[config.mk]
export PLATFORM = sky130hd
export DESIGN_NAME = otter_pc_ctrl
export DESIGN_NICKNAME = d
export VERILOG_FILES = /design/src/rtl/otter_pc_ctrl.sv
export SDC_FILE = /design/constraint.sdc
export NUM_CORES = 1
export LEC_CHECK = 0
export BUFFER_PORTS_ARGS = -buffer_cell sky130_fd_sc_hd__buf_2
export CAP_MARGIN = 5
export CELL_PAD_IN_SITES_DETAIL_PLACEMENT = 0
export CELL_PAD_IN_SITES_GLOBAL_PLACEMENT = 1
export CORE_MARGIN = 2
export CORE_UTILIZATION = 23
export CTS_CLUSTER_DIAMETER = 80
export CTS_CLUSTER_SIZE = 30
export DETAILED_ROUTE_END_ITERATION = 10
export PLACE_DENSITY_LB_ADDON = 0.1
export SYNTH_ARGS = -nofsm -noshare
export SYNTH_HDL_FRONTEND = slang
export SYNTH_SLANG_ARGS = --single-unit
[constraint.sdc]
create_clock -name PCC_CLK -period 4.44 [get_ports PCC_CLK]
set_input_delay 1.332 -clock PCC_CLK [delete_from_list [all_inputs] [get_ports PCC_CLK]]
set_output_delay 1.332 -clock PCC_CLK [all_outputs]
set_load 0.01 [all_outputs]
[src/rtl/otter_pc_ctrl.sv]
// otter_pc_ctrl: next-PC sequencer for the OTTER fetch stage.
// Chooses between boot vector, trap entry, MRET return, EX-stage redirect,
// hazard stall and sequential fetch. It also produces the pipeline flush
// window that follows every redirect and the IF-stage valid qualifier.
module otter_pc_ctrl #(
  parameter logic [31:0] RESET_VEC   = 32'h0000_0000,
  parameter int unsigned FLUSH_DEPTH = 2
) (
  input  logic        PCC_CLK,
  input  logic        PCC_RST_N,
  input  logic [31:0] PCC_PC,
  input  logic        PCC_STALL,
  input  logic        PCC_BR_TAKEN,
  input  logic [31:0] PCC_BR_TGT,
  input  logic        PCC_TRAP,
  input  logic [31:0] PCC_MTVEC,
  input  logic        PCC_MRET,
  input  logic [31:0] PCC_MEPC,
  output logic        PCC_PC_LD,
  output logic [31:0] PCC_PC_DIN,
  output logic        PCC_FLUSH,
  output logic        PCC_IF_VALID,
  output logic [1:0]  PCC_STATE
);

  localparam int unsigned      CNT_W      = $clog2(FLUSH_DEPTH + 1);
  localparam logic [CNT_W-1:0] CNT_RELOAD = CNT_W'(FLUSH_DEPTH - 1);
  localparam logic [CNT_W-1:0] CNT_ONE    = CNT_W'(1);

  typedef enum logic [1:0] {
    ST_BOOT  = 2'b00,
    ST_RUN   = 2'b01,
    ST_FLUSH = 2'b10
  } state_t;

  state_t           r_state;
  state_t           w_state_nxt;
  logic [CNT_W-1:0] r_cnt;
  logic [CNT_W-1:0] w_cnt_nxt;
  logic             w_redirect;
  logic [31:0]      w_redir_tgt;
  logic [31:0]      w_pc_inc;

  assign w_redirect = PCC_TRAP | PCC_MRET | PCC_BR_TAKEN;
  assign w_pc_inc   = PCC_PC + 32'd4;
  assign PCC_STATE  = r_state;

  // Redirect target: trap beats MRET beats branch; low bits cleared since
  // only word-aligned fetch exists (JALR may hand us an odd target).
  always_comb begin
    w_redir_tgt = PCC_BR_TGT;
    if (PCC_TRAP) begin
      w_redir_tgt = PCC_MTVEC;
    end else if (PCC_MRET) begin
      w_redir_tgt = PCC_MEPC;
    end
    w_redir_tgt[1:0] = 2'b00;
  end

  // State and flush counter; reset wins over anything in flight.
  always_ff @(posedge PCC_CLK) begin
    if (!PCC_RST_N) begin
      r_state <= ST_BOOT;
      r_cnt   <= '0;
    end else begin
      r_state <= w_state_nxt;
      r_cnt   <= w_cnt_nxt;
    end
  end

  // Next-state logic and PC load/flush/valid outputs.
  always_comb begin
    w_state_nxt  = r_state;
    w_cnt_nxt    = r_cnt;
    PCC_PC_LD    = 1'b0;
    PCC_PC_DIN   = PCC_PC;
    PCC_FLUSH    = 1'b0;
    PCC_IF_VALID = 1'b0;
    case (r_state)
      ST_RUN, ST_FLUSH: begin
        if (w_redirect) begin
          // A stall alongside a redirect is dropped: the stalled
          // instruction is among those being flushed.
          PCC_PC_LD  = 1'b1;
          PCC_PC_DIN = w_redir_tgt;
          PCC_FLUSH  = 1'b1;
          if (FLUSH_DEPTH == 1) begin
            w_state_nxt = ST_RUN;
            w_cnt_nxt   = '0;
          end else begin
            w_state_nxt = ST_FLUSH;
            w_cnt_nxt   = CNT_RELOAD;
          end
        end else if (PCC_STALL) begin
          // Hold PC; a stall inside the flush window freezes the count.
          PCC_FLUSH = (r_state == ST_FLUSH);
        end else begin
          PCC_PC_LD  = 1'b1;
          PCC_PC_DIN = w_pc_inc;
          if (r_state == ST_RUN) begin
            PCC_IF_VALID = 1'b1;
          end else begin
            PCC_FLUSH = 1'b1;
            if (r_cnt <= CNT_ONE) begin
              w_state_nxt = ST_RUN;
              w_cnt_nxt   = '0;
            end else begin
              w_cnt_nxt = r_cnt - CNT_ONE;
            end
          end
        end
      end
      default: begin
        // BOOT, and the unused 2'b11 encoding which recovers through BOOT.
        PCC_PC_LD   = 1'b1;
        PCC_PC_DIN  = RESET_VEC;
        PCC_FLUSH   = 1'b1;
        w_state_nxt = ST_RUN;
        w_cnt_nxt   = '0;
      end
    endcase
  end

endmodule

---- Word level (Yosys, flattened, before mapping) ----
Index checks and enable logic that the tools add are counted.
word-level totals
  flip-flop bits (word level) ............. 4
  output and inout bits ................... 37
  input bits .............................. 134
cells by class
  add/subtract/negate cells ............... 2
  mux-type cells .......................... 25
  reductions and logical operators ........ 8
  eq/ne operators ......................... 7
  bitwise gates (word level) .............. 6
  $lt $le $gt $ge ......................... 1
operator list
  kind                   number
  $mux 32                5
  $add 32x3->32 const B  1
  $mux 1                 15
  $mux 2                 5
  $ne 3x3->1 const B     3
  $reduce_and 2->1       3
  $reduce_and 3->1       2
  $not 1->1              4
  $reduce_or 3->1        1
  $eq 2x1->1 const B     1
  $eq 2x2->1 const B     1
  $le 2x1->1 const B     1
  $ne 2x1->1 const B     1
  $ne 2x2->1 const B     1
  $or 1x1->1             2
  $reduce_bool 2->1      1
  $reduce_or 2->1        1
  $sub 2x1->2 const B    1

---- Depth between registers and ports, before layout ----
Gate-level depths: netlist of the first run.
  depth after elaboration ................. 6
  gate-level depth with buffers ........... 6
  mapped depth without buffers ............ 5

---- Worst setup path after synthesis of the first run ----
OpenSTA, ideal clock, no wires.
  path type ............................... input to output
  start point ............................. in PCC_BR_TAKEN
  end point ............................... out PCC_PC_DIN[30]
  setup slack ............................. 0.279 ns
  stages .................................. 5
  arrival ................................. 2.829 ns
  path buffers ............................ 1
  cell sequence ........................... or3_1 buf_2 or4_1 or4_1 nand3_1
on the way
  word-level cells in the longest chain between the ends .. 3
ends and longest elaborated chain
  element      line  source
  from (decl)  13    input logic PCC_BR_TAKEN,
  $or 1x1->1   44    assign w_redirect = PCC_TRAP | PCC_MRET | PCC_BR_TAKEN;
  $mux 32      81    if (w_redirect) begin
  $mux 32      79    case (r_state)
  to (decl)    20    output logic [31:0] PCC_PC_DIN,
No other way between the ends.

---- Worst setup path in the final report of the first run ----
Ends and elaborated chain as after synthesis.

==> flow_summary.toml, run 1 <==
[yosys]
synthTopCellsByArea = "o22ai_1 (6.5%), a211o_1 (6.2%), a211oi_1 (6.2%), nand2_1 (5.7%), nor2_1 (4.9%)"
netlist_area_um2 = 1830
yosysMostFrequentCell = "nand2_1"
synthSimpleGateAreaFrac_pct = 36.3
syn_area_per_cell_um2 = 6.38
synthMuxAreaShare_pct = 4.44
synthAdderAreaFrac_pct = 2.05
synth_enable_flop_cells = 0
synth_nets = 424
synthArstFlopShare_pct = 0
syn_inst = 287
synth_warnings = 0
synth_common_cells = "nand2_1 (28), nor2_1 (24), clkbuf_1 (22)"
ys_seq_elements = 4
synthXorXnorAreaFrac_pct = 5.26
synth-main-ff-cell = "dfxtp_1"
synth_compound_area_share_pct = 41.1
synth.distinct_cells = 46
yosys.area.top_type_share_pct = 6.49
synth_top_cell_by_area = "o22ai_1"
ys_seq_area_share_pct = 4.37
synth_top_family_by_area = "compound AO/OA/AOI/OAI gates"

[drt]
num_vias = 2860
drc_errors = 0
drt-vias-per-instance = 5.17
ant_nets = 0
wire_per_inst_um = 15.9
drtIter0Drc = 138
drt-total-wl_mm = 8.80
first_pass_iters = 4

[finish]
n_antenna_cell = 0
nFillCells = 893
drive_gt1_share_pct = 42.8
utilization_pct = 37.7
area_growth_pct = 59.0
nets = 590
finalNonFillerCells = 553

[placement]
dp_hpwl_mm = 7.28
io_buffers = 164
dp_cells = 550
routabilityCongestion = 0.860

[clock_network]
cts_sinks = 4
ctsHoldBuffers = 0
post_cts_resize_count = 0
cts.clk_slew.worst_paths_ps = 30
cts_tree = "built"
post_cts_buffers = 0
insertion_delay_ps = 210
clk_path_buf_depth = 2
cts_root_buffer = "clkbuf_8"
cts-buffers-inserted = 3
htreeDepth = 1

[sta]
slew_headroom_pct = 68.2
rsz0062_at_grt = "false"
fin_crit_sh_pct = 97.7
fin_tns_setup_ps = 0
min_period_ps = 4340
worstMarginPinSlew_ps = 473
fmax_mhz = 231
setup_viol = 0
drv_slew = 0
clock_skew_ps = 0.208
hold_viol = 0

[power_and_ir_drop]
powerDensity_nw_per_um2 = 271
leakagePower_uw = 0.00141
peakVddDrop_uv = 190

[floorplan]
ios = 171
fp.dieW_um = 93.2
start_util_pct = 23.7
die_height_um = 93.2
dieArea_um2 = 8690
fp-row-count = 32
core_um2 = 7730

[status]
status = "finished clean"

[critical_path]
start_kind = "primary input"
critPathArrivalTime_ps = 3010
required_ps = 3110
critPathMaxFanout = 2
crit_type = "in -> out"
end_kind = "output pin"
reg2reg_slack_ps = 2770

[global_routing]
grt_max_degree = 32
grt_antenna_before_repair = 0
grt_util_all_layers_pct = 18.9
grt_pass1_wl_mm = 13.1
grt_pass1_vias = 2616
grt_overflow = 0

[hold_path]
hp-class = "reg -> reg"

[job]
maxCapViolCount = 0
## worst max-delay path, cell delays in order
cell	delay (ps)
buf_2	110
or3_1	420
or4_1	500
or4_1	410
nand3_1	90
buf_2	140
## metrics by stage
step                      hold slack [ps]  setup slack [ps]  instance area, µm²  total power [µW]
final                                 483               102                2910               788
after detailed placement              480               106                2870               721
after floorplan                       459               279                1830               411
after CTS                             484               104                2910               799
after global placement                486               103                2870               722
after global routing                  501              21.1                2910               860
## power breakdown
group	internal, µW	total, µW	switching, µW
logic	278	659	382
clock network	57.6	74.0	16.4
registers	47.2	55.3	8.10
total	382	788	406
## path summary, 6_finish.rpt
| path | endpoint | startpoint | depth (start not counted) |
|---|---|---|---|
| setup / recovery | PCC_PC_DIN[30] | PCC_BR_TAKEN | 6 |
| hold / removal | r_cnt[1] | r_cnt[1] | 2 |
| setup reg to reg | r_cnt[0] | PCC_STATE[0] | 6 |
| hold reg to reg | r_cnt[1] | r_cnt[1] | 2 |
## layout by cell type, fill, tap and decap left out, types with 4 or more instances in the layout
| master | instances |
|---|---|
| a211o_1 | 13 |
| nor3_1 | 7 |
| o21ai_0 | 13 |
| inv_1 | 5 |
| and2_1 | 5 |
| dfxtp_1 | 4 |
| nand4_1 | 10 |
| a21oi_1 | 9 |
| a31oi_1 | 10 |
| mux2i_1 | 7 |
| and4_1 | 4 |
| o31ai_1 | 6 |
| nor2_1 | 24 |
| nand2_1 | 28 |
| xnor2_1 | 8 |
| a211oi_1 | 15 |
| or3_1 | 8 |
| buf_4 | 22 |
| o22ai_1 | 19 |
| or4_1 | 8 |
| nand3_1 | 7 |
| and3_1 | 9 |
| buf_2 | 164 |
| o211a_1 | 5 |
## area by class of cell
class / count / area (µm²) / share of cell area (%)
clock buffer: 3 / 41.3 / 1.42
inverter: 5 / 18.8 / 0.645
multi-input combinational: 252 / 1640 / 56.2
sequential: 4 / 80.1 / 2.75
tap: 102 / 128 / 4.39
timing repair buffer: 187 / 1010 / 34.6
## registers in the layout, indices dropped and copies added (netlist names)
name	cells
r_cnt	2
PCC_STATE	2
## metal layers
layer  global-route usage, %  vias to the layer above  wire length [µm]
met1                    26.1                     1280              3870
met2                    32.4                      102              4210
met3                    1.61                        6               650
met4                    3.19                        0                61
li1                        -                     1472                 -
met5                       0                        -                 0
## cells by family after synthesis
kind of cell             count (synthesis)
AND/OR/NAND/NOR                        124
XOR/XNOR                                11
flip-flops                               4
AO/OA/AOI/OAI                          106
adder cells (fa/ha/maj)                  3
multiplexers                             8
buffers and inverters                   31
(Power assumes the default switching activity.)
==> run 2, diff against run 1 <==
- RECOVER_POWER: not set -> 100
==> run 2 against run 1 <==
Net effect: non-clock buffer count unchanged; critical path depth unchanged; combinational power down 3.6%; core utilization down 0.62 points; count of clock-buffer cells in the layout unchanged; worst hold slack worse by 0.77 ps; cell count unchanged; clock skew about the same.
==> flow_summary.toml, run 2 (synthesis results as in run 1) <==
[critical_path]
crit_type = "in -> out"
reg2reg_slack_ps = 2760
crit_chain = "clkbuf_1, or3_1, or4_1, or4_1, nand3_1, clkbuf_2"
critPathArrivalTime_ps = 3000
r2r_cells = 6
cp_slowest_cell = "or4_1"
crit_top_cell = "or4_1"
path_buf_inv = 2
r2r_end = "r_cnt[0]"
r2r_start = "PCC_STATE[0]"
critPathMaxFanout = 2
required_ps = 3110
crit_family = "simple AND/OR/NAND/NOR gates"
end_kind = "output pin"
start_kind = "primary input"
slowest_delay_ps = 500

[clock_network]
insertion_delay_ps = 210
clk_path_buf_depth = 2
cts_tree = "built"
post_cts_resize_count = 0
cts_root_buffer = "clkbuf_8"
cts-buffers-inserted = 3
ctsHoldBuffers = 0
htreeDepth = 1
cts_sinks = 4
cts.clk_slew.worst_paths_ps = 30
post_cts_buffers = 0

[power_and_ir_drop]
powerDensity_nw_per_um2 = 267
peakVddDrop_uv = 185
finalPower_uw = 765
leakagePower_uw = 0.00130

[finish]
nets = 590
final_common_cell = "buf_2"
fin_area_um2 = 2860
area_growth_pct = 56.4
drive_gt1_share_pct = 36.4
n_antenna_cell = 0
layout_common_cells = "buf_2 (136), nand2_1 (28), clkbuf_1 (28)"

[sta]
drv_slew = 0
rsz0062_at_grt = "false"
fmax_mhz = 231
hold_viol = 0
min_period_ps = 4330
holdWs_ps = 482
clock_skew_ps = 0.0586
fin_tns_setup_ps = 0
slew_headroom_pct = 68.3
fin_crit_sh_pct = 97.5
worstMarginPinSlew_ps = 472
setup_viol = 0

[floorplan]
core_um2 = 7730
dieArea_um2 = 8690
ios = 171
fp-row-count = 32
start_util_pct = 23.7
fp.dieW_um = 93.2
die_height_um = 93.2

[drt]
first_pass_iters = 4
dr_wl_met3_um = 575
routed.top_layer = "met4"
met2_length_mm = 4.17
ant_nets = 0
drc_errors = 0
wire_per_inst_um = 15.9
drtIter0Drc = 132
drt-met1-wl_mm = 3.95
num_vias = 2845
drt-vias-per-instance = 5.14
drt-total-wl_mm = 8.77

[hold_path]
hp-class = "reg -> reg"
min_delay_path_depth = 2
min_to = "r_cnt[1]"
min-delay-start = "r_cnt[1]"

[global_routing]
grt_max_degree = 32
grt_util_all_layers_pct = 18.9
grt_overflow = 0
grt_pass1_wl_mm = 13.1
grt_pass1_vias = 2616
grt_antenna_before_repair = 0

[placement]
routabilityCongestion = 0.860
dp_hpwl_mm = 7.28
placed_area_um2 = 2870
io_buffers = 164

[status]
status = "finished clean"

[job]
maxCapViolCount = 0
run 2: cell count changes in the layout (fill, tap and decap cells not counted):
| cell | previous run | this run |
|---|---|---|
| nor3_2 | 1 | 0 |
| buf_2 | 164 | 136 |
| buf_4 | 22 | 19 |
| clkbuf_2 | 0 | 3 |
| nor3_1 | 7 | 8 |
| clkbuf_1 | 0 | 28 |
run 2: cell type report:
type | count | area, µm²
timing repair buffer | 187 | 963
tap | 102 | 128
sequential | 4 | 80.1
fill | 900 | 4860
multi-input combinational | 252 | 1630
inverter | 5 | 18.8
clock buffer | 3 | 41.3
run 2: how the worst max path moves through the flow:
stage	start	endpoint	slack (ps)	cells after the start
finish	PCC_BR_TAKEN	PCC_PC_DIN[30]	110	6
global route	PCC_TRAP	PCC_PC_DIN[12]	10	8
global placement	PCC_BR_TAKEN	PCC_PC_DIN[30]	100	6
detailed placement	PCC_BR_TAKEN	PCC_PC_DIN[30]	110	6
CTS	PCC_BR_TAKEN	PCC_PC_DIN[30]	100	6
floorplan	PCC_BR_TAKEN	PCC_PC_DIN[30]	280	5
run 2: worst reg2reg max path, stage by stage (launching register included):
cell and delay, ps:
dfxtp_1 350, inv_1 70, ha_1 340, buf_4 250
inv_1 290, nand2_1 140, a31oi_1 170
run 2: stage by stage:
step,setup slack [ps],utilization (%),instances
final,112,37.0,553
after global routing,12.9,37.0,553
after CTS,104,37.7,553
after detailed placement,106,37.1,550
after global placement,103,37.1,550
after floorplan,279,-,287
run 2: where the power goes:
| part | total (µW) | leakage, µW | switching [µW] | internal (µW) |
|---|---|---|---|---|
| clock | 74.0 | 0.0000216 | 16.5 | 57.6 |
| combinational | 635 | 0.00125 | 384 | 251 |
| sequential | 55.6 | 0.0000330 | 8.44 | 47.2 |
| total | 765 | 0.00130 | 409 | 356 |
run 2: metal layers:
layer  vias to the layer above  track usage, %
met5                         -               0
met4                         0            3.19
met3                         8            1.61
met2                       100            32.4
met1                      1265            26.1
li1                       1472               -
==> run 3, diff against run 2 <==
- CAP_MARGIN: 5 -> 20
- CORE_ASPECT_RATIO: not set -> 0.6
- GPL_ROUTABILITY_DRIVEN: not set -> 0
==> run 3 against run 2 <==
Net effect: design area up 0.87%; sequential power up 1%; power up 11%; critical path depth unchanged; count of clock-buffer cells in the layout unchanged; maximum frequency down 0.20%; sequential cell count unchanged.
==> flow_summary.toml, run 3 (synthesis results as in run 1) <==
[finish]
n_antenna_cell = 0
layout_common_cells = "buf_2 (137), clkbuf_1 (29), nand2_1 (28)"
nFillCells = 928
area_growth_pct = 57.8
multiInputGateArea_um2 = 1630
final_common_cell = "buf_2"
seq_area_um2 = 80.1
nets = 586
drive_gt1_share_pct = 35.6
utilization_pct = 37.1

[global_routing]
grt_antenna_before_repair = 0
grt_pass1_vias = 2517
grt_max_degree = 32
grt_util_all_layers_pct = 20.5
grt_overflow = 0
grt_pass1_wl_mm = 14.0

[critical_path]
required_ps = 3110
critPathArrivalTime_ps = 3000
critPathMaxFanout = 2
crit_type = "in -> out"
cp-startpoint = "PCC_BR_TAKEN"
r2r_start = "PCC_STATE[0]"
r2r_end = "r_cnt[0]"
end_kind = "output pin"
r2r_cells = 6
critPathCapture = "PCC_PC_DIN[30]"
reg2reg_slack_ps = 2780
start_kind = "primary input"

[clock_network]
htreeDepth = 1
cts_root_buffer = "clkbuf_16"
cts_tree = "built"
cts_sinks = 4
cts.clk_slew.worst_paths_ps = 30
post_cts_buffers = 0
clk_path_buf_depth = 2
cts-buffers-inserted = 3
ctsHoldBuffers = 0
insertion_delay_ps = 230
post_cts_resize_count = 0

[floorplan]
start_util_pct = 23.5
fp.dieW_um = 119
die_height_um = 73.1
fp-row-count = 25
dieArea_um2 = 8710
ios = 171
core_um2 = 7790

[sta]
fin_crit_sh_pct = 97.7
worstMarginPinSlew_ps = 416
hold_viol = 0
fmax_mhz = 231
rsz0062_at_grt = "false"
min_period_ps = 4340
clock_skew_ps = 3.37
setup_viol = 0
fin_tns_setup_ps = 0
slew_headroom_pct = 72.1
drv_slew = 0

[power_and_ir_drop]
peakVddDrop_uv = 192
swShare_pct = 51.4
p_clk_share_pct = 16.6
power_frac_seq_pct = 6.6
powerDensity_nw_per_um2 = 294
internal_power_uw = 412
combinationalPowerShare_pct = 76.8
p_switching_uw = 436
leakagePower_uw = 0.00130

[status]
status = "finished clean"

[job]
maxCapViolCount = 0

[drt]
drtIter0Drc = 178
drt-vias-per-instance = 5.20
ant_nets = 0
drc_errors = 0
wire_per_inst_um = 17.3
num_vias = 2887
first_pass_iters = 5
drt-total-wl_mm = 9.62

[placement]
dp_hpwl_mm = 7.91
io_buffers = 164

[hold_path]
hp-class = "reg -> reg"
## run 3: routing by layer
metal,track usage [%],vias up,routed length [µm]
met4,0.926,0,0
met3,3.52,0,893
met2,28.1,119,3670
li1,-,1464,-
met5,0,-,0
met1,33.5,1304,5060
## run 3: worst max-delay path: stages
cell and delay, ps:
buf_2 100, or3_1 440, or4_1 500, or4_1 400, nand3_1 90, buf_2 140
## run 3: area by class of cell
class                      count  share of cell area, %
multi-input combinational    252                   56.5
timing repair buffer         183                   32.8
tap                          108                   4.68
sequential                     4                   2.77
clock buffer                   3                   2.60
inverter                       5                  0.650
## run 3: worst min-delay path by stage
stage / start / endpoint / depth (start not counted)
after global placement: r_cnt[1] / r_cnt[1] / 2
after detailed placement: r_cnt[1] / r_cnt[1] / 2
after floorplan: r_cnt[1] / r_cnt[1] / 2
after CTS: r_cnt[1] / r_cnt[1] / 2
final: r_cnt[1] / r_cnt[1] / 2
after global routing: r_cnt[1] / r_cnt[1] / 2
## run 3: power by group through the flow
stage          Combinational (µW)  Clock, µW  Sequential, µW
2_1_floorplan                 353          0            57.9
3_3_place_gp                  674          0            56.3
3_5_place_dp                  676          0            55.8
4_1_cts                       678        143            55.4
5_1_grt                       713        147            57.8
6_report                      651        141            56.2
## run 3: stage by stage
stage	total power (µW)	hold slack [ps]	instances	cell area [µm²]	setup WS, ps
4_1_cts	877	503	555	2930	110
3_5_place_dp	732	488	552	2860	113
2_1_floorplan	411	459	287	1830	279
6_report	848	499	555	2890	103
3_3_place_gp	730	482	552	2860	118
5_1_grt	918	518	555	2890	35.2
